`config.mk`:
```
export PLATFORM = sky130hd
export DESIGN_NAME = ultrasonic_scan_scheduler
export DESIGN_NICKNAME = d
export VERILOG_FILES = /design/src/rtl/ultrasonic_scan_scheduler.sv
export SDC_FILE = /design/constraint.sdc
export NUM_CORES = 1
export LEC_CHECK = 0
export CAP_MARGIN = 10
export CORE_ASPECT_RATIO = 1.2
export CORE_UTILIZATION = 50
export CTS_BUF_LIST = sky130_fd_sc_hd__clkbuf_2 sky130_fd_sc_hd__clkbuf_4 sky130_fd_sc_hd__clkbuf_8
export CTS_CLUSTER_DIAMETER = 150
export DETAILED_ROUTE_END_ITERATION = 8
export GPL_TIMING_DRIVEN = 0
export PLACE_DENSITY_LB_ADDON = 0.25
export RECOVER_POWER = 100
export SYNTH_ARGS = -nofsm -noshare
export SYNTH_HDL_FRONTEND = slang
export SYNTH_SLANG_ARGS = --single-unit
```
`constraint.sdc`:
```
create_clock -name clk -period 2.45 [get_ports clk]
set_clock_uncertainty 0.05 [all_clocks]
set_input_delay 0.49 -clock clk [delete_from_list [all_inputs] [get_ports clk]]
set_output_delay 0.49 -clock clk [all_outputs]
set_load 0.03 [all_outputs]
```
`src/rtl/ultrasonic_scan_scheduler.sv`:
```
// rtl/ultrasonic_scan_scheduler.sv - round-robin trigger/echo scheduler for HC-SR04-class rangers
// One sensor is fired at a time; its echo is timed and the result handed off before a crosstalk hold-off.
module ultrasonic_scan_scheduler #(
  parameter int N_SENSORS      = 4,
  parameter int TRIG_CYCLES    = 1000,
  parameter int ECHO_TIMEOUT   = 3800000,
  parameter int HOLDOFF_CYCLES = 6000000,
  parameter int WIDTH_W        = 22,
  localparam int ID_W          = $clog2(N_SENSORS)
) (
  input  logic                 clk,
  input  logic                 rst_n,
  input  logic                 enable,
  input  logic [N_SENSORS-1:0] sensor_mask,
  input  logic [N_SENSORS-1:0] echo,
  output logic [N_SENSORS-1:0] trigger,
  output logic                 result_valid,
  input  logic                 result_ready,
  output logic [ID_W-1:0]      result_id,
  output logic [WIDTH_W-1:0]   result_width,
  output logic                 result_timeout,
  output logic                 busy
);

  localparam int PH_MAX = (TRIG_CYCLES > HOLDOFF_CYCLES) ? TRIG_CYCLES : HOLDOFF_CYCLES;
  localparam int PH_W   = $clog2(PH_MAX + 1);
  localparam logic [PH_W-1:0]      TRIG_LAST = PH_W'(TRIG_CYCLES - 1);
  localparam logic [PH_W-1:0]      HOLD_LAST = PH_W'(HOLDOFF_CYCLES - 1);
  localparam logic [WIDTH_W-1:0]   ECHO_MAX  = WIDTH_W'(ECHO_TIMEOUT);
  localparam logic [WIDTH_W-1:0]   ECHO_LAST = WIDTH_W'(ECHO_TIMEOUT - 1);
  localparam logic [N_SENSORS-1:0] ONE_HOT0  = N_SENSORS'(1);

  typedef enum logic [2:0] {IDLE, TRIG, WAIT_RISE, MEASURE, REPORT, HOLDOFF} stateT;

  stateT                state, nextState;
  logic [ID_W-1:0]      ptr, pick;
  logic [PH_W-1:0]      phaseCnt;
  logic [WIDTH_W-1:0]   echoCnt;
  logic [N_SENSORS-1:0] echoMeta, echoSync, echoPrev;
  logic [N_SENSORS-1:0] rotMask, shifted;
  int                   pickOff, pickSum;
  logic                 go, selEcho, rise;

  assign go      = enable && (|sensor_mask);
  assign selEcho = echoSync[ptr];
  assign rise    = selEcho && !echoPrev[ptr];
  assign busy    = (state != IDLE);

  // Rotate the mask so bit 0 is the sensor just after the pointer, then take the lowest set bit.
  always_comb begin
    rotMask = N_SENSORS'({sensor_mask, sensor_mask} >> (int'(ptr) + 1));
    shifted = '0;
    pickOff = 0;
    for (int j = N_SENSORS - 1; j >= 0; j--) begin
      shifted = rotMask >> j;
      if (shifted[0]) pickOff = j;
    end
    pickSum = int'(ptr) + 1 + pickOff;
    if (pickSum >= N_SENSORS) pickSum = pickSum - N_SENSORS;
    pick = ID_W'(pickSum);
  end

  always_ff @(posedge clk or negedge rst_n) begin
    if (!rst_n) begin
      echoMeta <= '0;
      echoSync <= '0;
      echoPrev <= '0;
    end else begin
      echoMeta <= echo;
      echoSync <= echoMeta;
      echoPrev <= echoSync;
    end
  end

  always_ff @(posedge clk or negedge rst_n) begin
    if (!rst_n) state <= IDLE;
    else        state <= nextState;
  end

  always_comb begin
    nextState = state;
    unique case (state)
      IDLE:      if (go) nextState = TRIG;
      TRIG:      if (phaseCnt == TRIG_LAST) nextState = WAIT_RISE;
      WAIT_RISE: begin
        if (rise)                         nextState = MEASURE;
        else if (echoCnt == ECHO_LAST)    nextState = REPORT;
      end
      MEASURE:   if (!selEcho || echoCnt == ECHO_MAX) nextState = REPORT;
      REPORT:    if (result_ready) nextState = HOLDOFF;
      HOLDOFF:   if (phaseCnt == HOLD_LAST) nextState = IDLE;
      default:   nextState = IDLE;
    endcase
  end

  always_ff @(posedge clk or negedge rst_n) begin
    if (!rst_n) begin
      trigger        <= '0;
      ptr            <= ID_W'(N_SENSORS - 1);
      phaseCnt       <= '0;
      echoCnt        <= '0;
      result_valid   <= 1'b0;
      result_id      <= '0;
      result_width   <= '0;
      result_timeout <= 1'b0;
    end else begin
      case (state)
        IDLE: if (go) begin
          ptr      <= pick;
          trigger  <= ONE_HOT0 << pick;
          phaseCnt <= '0;
        end
        TRIG: begin
          if (phaseCnt == TRIG_LAST) begin
            trigger <= '0;
            echoCnt <= '0;
          end else begin
            phaseCnt <= phaseCnt + PH_W'(1);
          end
        end
        WAIT_RISE: begin
          if (rise) begin
            echoCnt <= WIDTH_W'(1);
          end else if (echoCnt == ECHO_LAST) begin
            result_valid   <= 1'b1;
            result_id      <= ptr;
            result_width   <= '0;
            result_timeout <= 1'b1;
          end else begin
            echoCnt <= echoCnt + WIDTH_W'(1);
          end
        end
        MEASURE: begin
          // A falling echo wins over saturation when both happen on the same cycle.
          if (!selEcho) begin
            result_valid   <= 1'b1;
            result_id      <= ptr;
            result_width   <= echoCnt;
            result_timeout <= 1'b0;
          end else if (echoCnt == ECHO_MAX) begin
            result_valid   <= 1'b1;
            result_id      <= ptr;
            result_width   <= ECHO_MAX;
            result_timeout <= 1'b1;
          end else begin
            echoCnt <= echoCnt + WIDTH_W'(1);
          end
        end
        REPORT: if (result_ready) begin
          result_valid <= 1'b0;
          phaseCnt     <= '0;
        end
        HOLDOFF: phaseCnt <= phaseCnt + PH_W'(1);
        default: ;
      endcase
    end
  end

endmodule

```
After elaboration in Yosys (flattened, before gate mapping)
Cells that the tools add are included.
{"block": "word_totals", "output_inout_bits": 31, "inputBits": 12, "ff_bits": 92}
{"block": "classes", "addsub": 5, "n_mux": 48, "n_eq_ne": 22, "order_cmp": 2, "n_shift": 2, "n_reduce_logical": 20}
{"cell": "22-bit 2-to-1 mux", "n": 9}
{"cell": "23-bit case mux with 4 select lines", "n": 1}
{"cell": "23-bit 2-to-1 mux", "n": 3}
{"cell": "22-bit case mux with 3 select lines", "n": 1}
{"cell": "22-bit == test (second input constant)", "n": 2}
{"cell": "22-bit case mux with 2 select lines", "n": 1}
{"cell": "8-bit by 32-bit >> shifter with 4-bit output", "n": 1}
{"cell": "23-bit by 1-bit adder with 23-bit output (second input constant)", "n": 1}
{"cell": "23-bit by 10-bit == test with 1-bit output (second input constant)", "n": 1}
{"cell": "23-bit == test (second input constant)", "n": 1}
{"cell": "22-bit by 1-bit adder with 22-bit output (second input constant)", "n": 1}
{"cell": "3-bit 2-to-1 mux", "n": 7}
{"cell": "2-bit != test (second input constant)", "n": 10}
{"cell": "2-bit 2-to-1 mux", "n": 9}
{"cell": "3-bit case mux with 6 select lines", "n": 1}
{"cell": "5-bit AND reduction", "n": 2}
{"cell": "3-bit != test (second input constant)", "n": 3}
{"cell": "3-bit nonzero test", "n": 3}
{"cell": "1-bit 2-to-1 mux", "n": 8}
{"cell": "4-bit 2-to-1 mux", "n": 2}
{"cell": "4-bit case mux with 2 select lines", "n": 1}
{"cell": "4-bit AND reduction", "n": 2}
{"cell": "3-bit by 2-bit == test with 1-bit output (second input constant)", "n": 2}
{"cell": "3-bit == test (second input constant)", "n": 2}
{"cell": "21 further kinds", "n": 25}

Longest topological paths before layout
Gate-level depths: netlist of the first run.
{"block": "depth", "word_depth": 12, "mapped_depth": 10}

Worst setup path before layout of the first run
No wires, ideal clock.
{"block": "synth_timing", "path_kind": "register -> register", "startpoint": "register echoCnt[0]", "endpoint": "register result_width[2]", "setup_time_ns": 0.121, "stages_incl_launch_ff": 10, "t_arrival_ns": 2.179, "setup_slack_ns": 0.100, "path_cell_list": "dfrtp_1 > inv_1 > ha_1 > or4b_1 > nor3_1 > a21oi_1 > or3_1 > clkbuf_1 > buf_2 > a22o_1"}
{"block": "synth_between", "elab_chain_cells": 3}
{"item": "from (decl)", "line": "38", "rtl": "logic [WIDTH_W-1:0] echoCnt;"}
{"item": "from (signal assigned)", "line": "130", "rtl": "echoCnt <= echoCnt + WIDTH_W'(1);"}
{"item": "from (signal assigned)", "line": "146", "rtl": "echoCnt <= echoCnt + WIDTH_W'(1);"}
{"item": "22-bit == test, on equally long branches", "line": "140, 124"}
{"item": "3-bit != test (no line) or 2-bit != test (tied branches)"}
{"item": "4-bit AND reduction (no line) *"}
{"item": "to (signal assigned)", "line": "138", "rtl": "result_width <= echoCnt;"}
{"item": "to (decl)", "line": "20", "rtl": "output logic [WIDTH_W-1:0] result_width,"}
Every way passes the cells marked *; elsewhere a longest branch is shown, timed or not.
A chain may end at the register's enable or synchronous reset.

Worst setup path in the final report of the first run
{"block": "layout_timing", "startpoint": "register phaseCnt[15]", "endpoint": "register echoCnt[1]"}
{"block": "layout_between", "elab_chain_cells": 3}
{"item": "from (decl)", "line": "37", "rtl": "logic [PH_W-1:0] phaseCnt;"}
{"item": "from (signal assigned)", "line": "118", "rtl": "phaseCnt <= phaseCnt + PH_W'(1);"}
{"item": "from (signal assigned)", "line": "153", "rtl": "HOLDOFF: phaseCnt <= phaseCnt + PH_W'(1);"}
{"item": "23-bit by 10-bit == test with 1-bit output", "line": "114", "rtl": "if (phaseCnt == TRIG_LAST) begin"}
{"item": "2-bit != test (no line)"}
{"item": "5-bit AND reduction (no line)"}
No other way between the ends.

==> metrics.cfg, run 1 <==
[logic_synthesis]
ys_seq_area_share_pct=50.2
synth_cell_types=58
ys_ff_latch=92
syn-num-nets=481
synth_ff_type=dfrtp_1
synthCells=464
synthArstFlopShare_pct=100
yosys_warnings=0
avgSynthCellArea_um2=9.89
synth_edf_count=0
syn_area_um2=4590

[min_path]
min_path_type=flop to flop
hold_depth=0
hold_start=echoMeta[1]
worstHoldEndpoint=echoSync[1]

[timing]
slew_headroom_pct=-44.9
post-route-min-period_ns=2.46
hold_violations=0
timing.final.ws_setup_ns=-0.00840
tns_ns=-0.0230
fmax_mhz=407
worst_pin_slew_ns=2.17
drv_slew=39
final-setup-viol-count=5
period_share_pct=100
grt_setup_unrepaired=yes

[setup_path]
rrSetupSlack_ns=-0.008
cp_slowest_cell=or4_4
crit_type=flop to flop
cp-start-kind=flop
worstRegToRegCells=7
critical_path.max_fanout=8
crit_chain=or4_4 > nor4_4 > buf_4 > nand4_1 > o31a_2 > a211o_1 > o21ai_1
cpPeakStageDelay_ns=0.54
crit_family=simple AND/OR/NAND/NOR gates
end_kind=flop
cp.arrival_ns=2.71
regToRegEndpoint=echoCnt[1]
crit_buf_inv=1
crit_required_ns=2.71
r2r_start=phaseCnt[15]

[finish]
multi_input_area_um2=2350
fillers=687
finalInstanceArea_um2=5850
syn_to_final_growth_pct=27.4
drive_gt1_share_pct=19.5
ff_latch_area_um2=2310
antenna_cells=0
fin_nets=555

[placed_design]
io_buffers=42
postPlaceCellArea_um2=5180
hpwl_um=7560
gp_congestion=0.891

[pwr]
seqPwrFrac_pct=53.1
p_sw_mw=0.841
ir_drop_mv=0.433
internal-power_mw=2.33
p_per_area_nw_per_um2=542
pwr-share-comb_pct=12.0
leakagePower_nw=2.48
clockPowerShare_pct=34.9
switching_share_pct=26.6

[floorplanning]
die_area_um2=9560
die_h_um=107
core-area_um2=8750
start_util_pct=52.4
die_w_um=89.4
io_pins=43
rows=37

[grt]
use_met3_pct=4.08
met2_usage_pct=41.9
busiest_layer=met2
grt_max_degree=55
gr-total-overflow=0
grt_pass1_vias=3896
grt_use_met1_pct=31.3
track_usage_pct=25.1
grt_pass1_wl_um=18300
antenna_found_initial=0

[detailed_routing]
drtIter0Drc=233
drt-total-wl_um=11500
dr.pass1.iters=5
vias_per_cell=6.08
vias=4014
drc_errors=0
wl_per_cell_um=17.4
antenna_left=0

[job]
maxCapViolations=1

[clock_tree]
h-tree-depth=3
postCtsHoldBufs=0
cts_made_buffers=9
clk-insertion-delay-late_ns=0.38
cts_tree=done
path_clk_slew_ns=0.09
cts.root.buffer_cell=clkbuf_8
ctsLongestPathBuffers=2
cts_sinks=92

[status]
violations=capacitance limit, slew limit, setup timing
status=complete, but fails checks

## power by group through the flow
stage,logic [mW],clock network [mW],registers [mW]
after floorplan,0.225,0,1.69
after global placement,0.334,0,1.71
after detailed placement,0.342,0,1.71
after CTS,0.363,1.12,1.68
after global routing,0.426,1.18,1.69
final,0.380,1.10,1.68
## per-stage QoR
step	instances	hold WS, ns	utilization, %	setup slack (ns)	total power [mW]
2_1_floorplan	464	0.144	-	0.100	1.91
3_3_place_gp	623	0.281	58.9	-2.50	2.04
3_5_place_dp	624	0.292	59.2	-0.784	2.05
4_1_cts	645	0.0500	63.8	-0.00618	3.16
5_1_grt	660	0.321	66.8	-0.0905	3.30
6_report	660	0.311	66.8	-0.00840	3.17
## repair_timing
item | CTS | global route
setup endpoints to repair | 78 | 74
pin swaps | 4 | 13
cloned | 0 | 1
setup buffers | 7 | 14
gates resized for setup | 34 | 47
## cells in the mapped netlist (all sizes together) (4+ instances only)
library cell,n,area share (%)
nand3b,4,0.65
nand4,12,1.6
xnor2,12,2.3
or2,4,0.55
or4,14,2.4
o31ai,12,2.0
buf,10,1.1
nand3,20,2.2
or3,6,0.82
o2bb2ai,15,2.9
a21oi,18,2.0
ha,5,1.4
and3,4,0.55
nor2,52,4.3
a22o,12,2.3
dfrtp,90,49
o21ai,21,2.3
nand2,33,2.7
o211ai,5,0.82
nor3,17,2.0
and4,4,0.76
clkbuf,11,0.90
inv,15,1.2
nor3b,8,1.3
nor4,11,1.8
xor2,7,1.3
## registers in the layout (all words and copies together) (netlist names)
name            count
phaseCnt           23
echoCnt            22
result_width       22
echoMeta            4
echoPrev            4
echoSync            4
trigger             4
state               3
ptr                 2
result_id           2
result_timeout      1
result_valid        1
## kinds of logic after synthesis
kind of cell | Yosys count | share of synthesized area (%)
AOI/OAI and AO/OA | 103 | 15.8
and+or+nand+nor | 203 | 24.0
buffers and inverters | 36 | 3.25
muxes | 5 | 1.45
adders and majority gates | 6 | 1.58
DFF | 92 | 50.2
xor gates and xnor gates | 19 | 3.63
## placed cells by master (no fill, tap or decap), types with 3 or more instances in the layout
cell type,n
or3_1,5
and3_1,4
o21ai_0,19
nor3_1,15
or2_2,4
buf_4,21
dfrtp_1,89
ha_1,5
clkbuf_8,15
xor2_1,6
or4_1,12
xnor2_1,12
nor4_1,8
nand2b_1,3
nor2_1,47
and4_1,4
nor3b_1,3
clkdlybuf4s50_1,3
o2bb2ai_1,15
o31ai_1,11
clkbuf_1,5
buf_2,3
nor3b_2,5
clkbuf_2,3
nand4_1,12
buf_6,7
dlymetal6s2s_1,3
a22o_1,12
nand2_1,32
nor2_2,5
o211ai_1,5
mux2_2,3
inv_1,13
dlygate4sd3_1,34
a21oi_1,16
nand3_1,19
nand3b_1,4
## layout make-up
cell class | count | share of cell area, %
Multi-Input combinational cell | 336 | 40.2
Inverter | 15 | 1.03
Clock buffer | 13 | 2.95
Timing Repair Buffer | 65 | 10.6
Buffer | 19 | 2.61
Clock inverter | 3 | 0.749
Tap cell | 117 | 2.50
Sequential cell | 92 | 39.4
## how the worst max path moves through the flow
stage / cells past startpoint / startpoint / slack, ns / end
after global placement: 1 / rst_n / -2.50 / phaseCnt[13]
final: 7 / phaseCnt[15] / -0.008 / echoCnt[1]
after CTS: 9 / ptr[0] / -0.006 / trigger[1]
after detailed placement: 8 / sensor_mask[2] / -0.78 / result_valid
after global routing: 8 / phaseCnt[15] / -0.09 / phaseCnt[11]
after floorplan: 9 / echoCnt[0] / 0.10 / result_width[2]
## routing by layer
layer,up-vias,wire (um)
met5,-,0
met4,0,209
met3,18,519
met2,133,5940
met1,1986,4780
li1,1877,-
No activity file was read; power rests on OpenSTA's default activity.
==> inputs of run 2 (changes only) <==
Settings changed: DONT_BUFFER_PORTS from default to 1, GPL_ROUTABILITY_DRIVEN from default to 0.
==> metrics.cfg, run 2 (synthesis results as in run 1) <==
[timing]
fmax_mhz=403  ; -0.94%
slew_headroom_pct=52.5  ; +97 points
period_share_pct=101  ; +0.95 points
timing.final.ws_setup_ns=-0.0318  ; -0.0234 ns
worst_pin_slew_ns=0.709  ; -1.46 ns
drv_slew=0  ; -100%
hold_violations=92  ; +92
final-setup-viol-count=18  ; +13
hold_ws_ns=-0.246  ; -0.557 ns
post-route-min-period_ns=2.48  ; +0.0234 ns
grt_setup_unrepaired=yes

[placed_design]
io_buffers=0  ; -100%
dpl.cell_count=581  ; -6.9%
pre_cts_slack_ns=-0.462  ; +0.323 ns
hpwl_um=7110  ; -6.0%

[pwr]
switching_share_pct=28.3  ; +1.8 points
p_per_area_nw_per_um2=565  ; +4.3%
clockPowerShare_pct=33.1  ; -1.8 points
pwr-share-comb_pct=10.5  ; -1.5 points
p_sw_mw=0.849  ; +1.0%
seqPwrFrac_pct=56.4  ; +3.3 points
internal-power_mw=2.15  ; -7.6%
ir_drop_mv=0.383  ; -11%
leakagePower_nw=2.16  ; -13%

[finish]
reg_top3=phaseCnt x23, echoCnt x22, result_width x22
top_register=phaseCnt
fin_nets=509  ; -8.3%
final_common_cell=dfrtp_1
largest_reg_flops=23  ; unchanged
final_util_pct=60.7  ; -6.1 points
syn_to_final_growth_pct=15.7
layout_common_cells=89 x dfrtp_1, 46 x nor2_1, 32 x nand2_1, 20 x nand3_1
antenna_cells=0  ; unchanged
stdcell_count=614  ; -7.0%
drive_gt1_share_pct=19.1  ; -0.41 points

[floorplanning]
die_w_um=89.4  ; unchanged
io_pins=43  ; unchanged
core-area_um2=8750  ; unchanged
die_area_um2=9560  ; unchanged
rows=37  ; unchanged
die_h_um=107  ; unchanged
start_util_pct=52.4  ; unchanged

[setup_path]
crit_required_ns=2.66  ; -0.05 ns
cp-start-kind=flop
crit_chain=or4_4 > nor4_4 > nand3_1 > a211o_4 > nor3_4 > buf_4 > nor2_1
r2r_start=phaseCnt[17]
crit_type=flop to flop
cpPeakStageDelay_ns=0.55  ; about the same
end_kind=flop
critical_path.max_fanout=5  ; -3
cp_slowest_cell=or4_4
cp-startpoint=phaseCnt[17]
cp.arrival_ns=2.69  ; -0.02 ns

[clock_tree]
h-tree-depth=3  ; unchanged
cts.root.buffer_cell=clkbuf_8
path_clk_slew_ns=0.10  ; about the same
ctsLongestPathBuffers=2  ; unchanged
cts_sinks=92  ; unchanged
cts_made_buffers=9  ; unchanged
cts_tree=done
clk-insertion-delay-late_ns=0.37  ; about the same

[detailed_routing]
vias_per_cell=6.28  ; +3.2%
antenna_left=0  ; unchanged
drc_errors=0  ; unchanged
drt-total-wl_um=11000  ; -4.1%
drtIter0Drc=200  ; -14%
dr.pass1.iters=5  ; unchanged
wl_per_cell_um=17.9  ; +3.1%
vias=3853  ; -4.0%

[grt]
gr-total-overflow=0  ; unchanged
antenna_found_initial=0  ; unchanged
grt_max_degree=93  ; +69%
track_usage_pct=24.2  ; -0.91 points
grt_pass1_vias=3730  ; -4.3%
grt_pass1_wl_um=17800  ; -3.1%

[job]
maxCapViolations=0  ; -1

[status]
status=complete, but fails checks
violations=hold timing, setup timing

[min_path]
min_path_type=primary input to async pin

-- run 2: cell count changes in the layout (fill, tap and decap cells not counted), moves of 2 or more --
cell             delta
dlygate4sd3_1      -34
clkbuf_8            -6
clkbuf_4            +4
clkdlybuf4s50_1     -3
clkinv_4            +2
buf_4               -3
dlymetal6s2s_1      -3
buf_2               -2
buf_8               +2
buf_6               -3
-- run 2: worst paths after layout --
kind,endpoint,slack (ns),depth (start not counted)
max,phaseCnt[10],-0.03,7
min,result_width[3],-0.25,0
max reg2reg,phaseCnt[10],-0.03,7
min reg2reg,echoSync[1],0.30,0
max in group asynchronous,ptr[0],2.39,0
min in group clk,echoMeta[2],0.10,0
-- run 2: metrics by stage --
| stage | TNS [ns] | power, mW | area [um2] |
|---|---|---|---|
| floorplan | 0 | 1.91 | 4590 |
| global placement | -15.43 | 1.98 | 4730 |
| detailed placement | -18.58 | 1.99 | 4730 |
| CTS | -0.0653 | 3.00 | 5100 |
| global route | -2.29 | 3.12 | 5310 |
| finish | -0.339 | 3.00 | 5310 |
-- run 2: repair_timing --
action / CTS / global route
cloned: 2 / 0
setup endpoints to repair: 73 / 72
gates resized for setup: 31 / 39
pin swaps: 3 / 10
setup buffers: 7 / 9
endpoints found under the hold margin: 92 / 92
-- run 2: layout make-up --
| type | count | area [um2] |
|---|---|---|
| Inverter | 15 | 56.3 |
| Sequential cell | 92 | 2310 |
| Fill cell | 721 | 3440 |
| Timing Repair Buffer | 18 | 151 |
| Clock buffer | 11 | 139 |
| Multi-Input combinational cell | 336 | 2320 |
| Buffer | 20 | 146 |
| Tap cell | 117 | 146 |
| Clock inverter | 5 | 46.3 |
-- run 2: power groups by stage --
stage / clock [mW] / combinational [mW] / sequential (mW)
global route: 1.08 / 0.346 / 1.70
floorplan: 0 / 0.225 / 1.69
global placement: 0 / 0.269 / 1.71
detailed placement: 0 / 0.271 / 1.71
finish: 0.993 / 0.313 / 1.69
CTS: 1.02 / 0.290 / 1.69
-- run 2: critical path: cells and delay by family, from the launching register on --
family / cells / cell delay (ns)
simple gates: 5 / 1.32
flops: 1 / 0.42
compound gates: 1 / 0.37
buf+inv: 1 / 0.21
-- run 2: metal layers --
| layer | wire length [um] | part of all wire (%) | track usage (%) | vias to the layer above |
|---|---|---|---|---|
| li1 | - | - | - | 1790 |
| met1 | 4830 | 44 | 29.5 | 1944 |
| met2 | 5500 | 50 | 40.2 | 96 |
| met3 | 431 | 3.9 | 5.62 | 23 |
| met4 | 234 | 2.1 | 11.1 | 0 |
| met5 | 0 | 0 | 0 | - |
